### src/rtl/seq_pack_writer.sv
// Serial-to-parallel packer: gathers bits MSB first into ram_width-bit words and emits one RAM write per word.
// Optional macro SEQ_PACK_ADDR_WRAP_EN: wrap the write address and keep writing instead of stopping at full.
module seq_pack_writer #(
    parameter int ram_width = 8,
    parameter int addr_size = 5
) (
    input  logic                 clk,
    input  logic                 rst,
    input  logic                 bit_in,
    input  logic                 bit_valid,
    output logic                 bit_ready,
    input  logic                 flush,
    output logic                 wr_en,
    output logic [addr_size-1:0] wr_addr,
    output logic [ram_width-1:0] wr_data,
    output logic                 full,
    output logic [addr_size:0]   word_count
);

    localparam int CW = $clog2(ram_width + 1);
    localparam logic [CW-1:0] WORD_BITS = CW'(ram_width);
    localparam logic [addr_size:0] DEPTH = {1'b1, {addr_size{1'b0}}};
`ifndef SEQ_PACK_ADDR_WRAP_EN
    localparam logic [addr_size:0] LAST_SLOT = {1'b0, {addr_size{1'b1}}};
`endif

    logic [CW-1:0]        cnt_q, cnt_d;
    logic [ram_width-1:0] acc_q, acc_d;
    logic                 wr_en_q, wr_en_d;
    logic [addr_size-1:0] wr_addr_q, wr_addr_d;
    logic [ram_width-1:0] wr_data_q, wr_data_d;
    logic [addr_size:0]   word_count_q, word_count_d;

    logic                 accept;
    logic                 write_ok;
    logic                 write_now;
    logic [CW-1:0]        filled;
    logic [ram_width-1:0] acc_next;

`ifdef SEQ_PACK_ADDR_WRAP_EN
    assign full     = 1'b0;
    assign write_ok = 1'b1;
`else
    // Once the final slot is being committed, nothing more may be scheduled.
    assign full     = (word_count_q == DEPTH);
    assign write_ok = !full && !(wr_en_q && (word_count_q == LAST_SLOT));
`endif

    assign bit_ready  = !full;
    assign accept     = bit_valid && bit_ready;
    assign wr_en      = wr_en_q;
    assign wr_addr    = wr_addr_q;
    assign wr_data    = wr_data_q;
    assign word_count = word_count_q;

    always_comb begin
        acc_next = acc_q;
        for (int i = 0; i < ram_width; i++) begin
            if (accept && (int'(cnt_q) == ram_width - 1 - i)) begin
                acc_next[i] = bit_in;
            end
        end
        filled    = accept ? (cnt_q + CW'(1)) : cnt_q;
        // A coincident bit is folded in before the flush, so a completing bit plus flush is one write.
        write_now = write_ok && ((filled == WORD_BITS) || (flush && (filled != '0)));

        cnt_d        = filled;
        acc_d        = acc_next;
        wr_en_d      = write_now;
        wr_addr_d    = wr_addr_q;
        wr_data_d    = wr_data_q;
        word_count_d = word_count_q;

        if (write_now) begin
            wr_data_d = acc_next;
            acc_d     = '0;
            cnt_d     = '0;
        end

        if (wr_en_q) begin
            word_count_d = (word_count_q == DEPTH) ? DEPTH : (word_count_q + 1'b1);
`ifdef SEQ_PACK_ADDR_WRAP_EN
            wr_addr_d = wr_addr_q + 1'b1;
`else
            if (word_count_q != LAST_SLOT) begin
                wr_addr_d = wr_addr_q + 1'b1;
            end
`endif
        end
    end

    always_ff @(posedge clk or posedge rst) begin
        if (rst) begin
            cnt_q        <= '0;
            acc_q        <= '0;
            wr_en_q      <= 1'b0;
            wr_addr_q    <= '0;
            wr_data_q    <= '0;
            word_count_q <= '0;
        end else begin
            cnt_q        <= cnt_d;
            acc_q        <= acc_d;
            wr_en_q      <= wr_en_d;
            wr_addr_q    <= wr_addr_d;
            wr_data_q    <= wr_data_d;
            word_count_q <= word_count_d;
        end
    end

endmodule

### config.mk
export PLATFORM = sky130hd
export DESIGN_NAME = seq_pack_writer
export DESIGN_NICKNAME = d
export VERILOG_FILES = /design/src/rtl/seq_pack_writer.sv
export SDC_FILE = /design/constraint.sdc
export NUM_CORES = 1
export LEC_CHECK = 0
export CORE_MARGIN = 2
export CORE_UTILIZATION = 45
export DETAILED_ROUTE_END_ITERATION = 7
export PLACE_DENSITY_LB_ADDON = 0.05
export SLEW_MARGIN = 40
export SYNTH_ARGS = -nofsm -noshare
export SYNTH_HDL_FRONTEND = slang
export SYNTH_SLANG_ARGS = --single-unit
export TNS_END_PERCENT = 50
### constraint.sdc
create_clock -name clk -period 5.55 [get_ports clk]
set_clock_uncertainty 0.1 [all_clocks]
set_input_delay 1.665 -clock clk [delete_from_list [all_inputs] [get_ports clk]]
set_output_delay 1.665 -clock clk [all_outputs]
set_load 0.01 [all_outputs]
==> results.txt <==
Arrival @ worst endpoint: 2300 ps
Initial antenna violation count: 0
Slew margin rel.: 0.644
Grt total ovfl: 0
Dpl ws: 1650 ps
Synthesized net count: 152
Synth top area share: 0.499
# fillers: 310
ANT nets after route: 0
Slowest library cell on the worst path: clkdlybuf4s50_1
Ranking of synthesized cells by area: dfrtp_1 50%, mux2i_1 7.5%, ha_1 5.5%, nand4_1 4.7%, xnor2_1 3.8%
CTS sink cnt: 32
Worst Path Required: 3790 ps
Met3 usage: 0.0643
DP HPWL: 2020 microns
Number of post-CTS setup repair buffers: 0
Largest net degree at the start of global routing: 33
First-pass detailed-route iteration total: 4
Setup violators final: 0
Starting Density: 0.474
Pins Over Slew Limit: 0
Post-Layout Cell Count: 214
Synthesized instance count: 140
I/O Buffers: 26
Num rows: 21
Dpl cells: 207
Worst-path maximum fanout: 15
CTS HTree Levels: 2
PnR worst setup slack: 1490 ps
RSZ-0062 raised after global routing: false
Clk buf depth: 2
Setup TNS: 0 ps
Met1 Track Usage GR: 0.185
Critical path type: reg -> out
Post-CTS sizing: 0
Total vias in the final route: 1109
CP Launch Type: flip-flop
CP most frequent cell: inv_1
Gr busiest metal: met2
GPL Wtd Cong: 0.766
Leakage: 0.000910 uW
Min-delay worst type: reg -> reg
Antenna diode count: 0
DR WL/cell: 13.4 microns
Period utilization: 0.732
Total core area: 3390 sq um
CP max stage delay: 540 ps
Min Clock Period, post-route: 4060 ps
CP Capture Type: output port
Die area: 4060 sq um
Cell Pwr Density: 471 nW/um^2
Max-Cap Viols: 0
Layout cells sized above 1: 0.107
Cell breakdown of the critical path: inv_1 > ha_1 > nand4bb_1 > or2_1 > inv_1 > clkdlybuf4s50_1
Root Driver: clkbuf_4
YS warnings: 0
Routed vias/inst: 5.18
Worst-skew pair later-pin latency: 330 ps
Hold_ws: 387 ps
WL final: 2880 microns
Count of cell types in the netlist: 32
Nets@finish: 180
# DRC: 0
Ports: 27
DRT iter0 DRCs: 48
GRT Overall Usage: 0.169
Slew @ Worst Pin: 535 ps
Die width: 63.7 microns
Post-Synthesis Mean Instance Area: 11.5 sq um
Register area share after synthesis: 0.499
Worst-path clk slew: 100 ps
Met2 global-route usage: 0.291
CTS tree: built
Syn Std Cell Area: 1610 sq um
Final Hold Vio Count: 0
Hold_buf cts: 0
Status: complete, no violations
P&R area growth vs syn: 20.6%
Crit path max-delay family: buffers and inverters
FF+latch count, synth: 32
Max Freq: 246 MHz
Vias in the first global route: 1184
Height of the die: 63.7 microns
CP bufs+invs: 3
Worst vdd ir: 0.228 mV
Total Power: 911 uW
Synth area leader: dfrtp_1
First-pass GRT wire length: 5170 microns
CTS buffer count: 5
[layout make-up]
class	count	area [sq um]	share of cell area
clock buffer	6	41.3	0.0213
sequential	32	801	0.414
tap	46	57.6	0.0297
inverter	11	41.3	0.0213
timing repair buffer	27	268	0.138
multi-input combinational	91	722	0.373
clock inverter	1	5.00	0.00259
[registers in the layout, summed over array words and instances, names as in the netlist]
signal and flops:
word_count 6, wr_addr 5, cnt_q 4, acc_q 8, wr_data 8, wr_en 1
[per-layer routing]
metal / share of wire / vias to the layer above
met4: 0.016 / 0
li1: - / 536
met1: 0.44 / 547
met2: 0.50 / 21
met3: 0.045 / 5
met5: 0 / -
[worst paths after layout]
kind / start / end / slack, ps / cells past startpoint
setup / recovery: word_count[0] / full / 1490 / 6
hold / removal: wr_addr[4] / wr_addr[4] / 390 / 1
setup reg to reg: word_count[0] / wr_data[4] / 3050 / 7
hold reg to reg: wr_addr[4] / wr_addr[4] / 390 / 1
max in group asynchronous: rst / wr_data[0] / 3450 / 3
min in group asynchronous: rst / word_count[1] / 1600 / 3
[layout by cell type, fill, tap and decap left out, types with 3 or more instances in the layout]
| cell type | count |
|---|---|
| dfrtp_1 | 32 |
| clkdlybuf4s50_1 | 26 |
| nor2_1 | 13 |
| nand4_1 | 12 |
| mux2i_1 | 12 |
| inv_1 | 11 |
| nand2_1 | 7 |
| xnor2_1 | 7 |
| ha_1 | 7 |
| clkbuf_4 | 5 |
| xor2_1 | 4 |
| nor2b_1 | 4 |
| mux2_2 | 4 |
| nand3_1 | 3 |
| mux2_4 | 3 |
[synthesized netlist by cell type, drive strengths merged]
cell and number:
dfrtp 32, nor2 13, mux2i 12, nand4 12
inv 11, ha 7, mux2 7, nand2 7
xnor2 7, buf 4, nor2b 4, xor2 4
nand3 3, clkbuf 2, nor3 2, o21ai 2
o311a 2, a21boi 1, a21o 1, a22oi 1
and4b 1, nand4bb 1, nor4 1, o211ai 1
or2 1, or3b 1
[worst register-to-register path: stages, from the launching register on]
cell and delay [ps]:
dfrtp_1 400, inv_1 90, ha_1 200, nand4bb_1 130
or2_1 460, o311a_1 300, o311a_4 380, mux2_4 330
[per-stage QoR]
stage / util / cell area (sq um)
2_1_floorplan: - / 1610
4_1_cts: 0.571 / 1940
3_5_place_dp: 0.557 / 1890
3_3_place_gp: 0.557 / 1890
6_report: 0.571 / 1940
5_1_grt: 0.571 / 1940
[kinds of logic (layout without fill, tap and decap cells)]
| family | count (synthesis) | in the layout | synth area share |
|---|---|---|---|
| compound gates | 8 | 8 | 0.0499 |
| fa+ha+maj | 7 | 7 | 0.0546 |
| simple gates | 46 | 46 | 0.154 |
| flops | 32 | 32 | 0.499 |
| buf+inv | 17 | 45 | 0.0514 |
| mux | 19 | 19 | 0.131 |
| xor+xnor | 11 | 11 | 0.0600 |
[report_power, final]
| part | switching, uW | internal (uW) |
|---|---|---|
| Clock | 75.2 | 46.6 |
| Combinational | 178 | 225 |
| Sequential | 80.4 | 306 |
| Total | 334 | 577 |
Power figures use the tool's default switching activity.
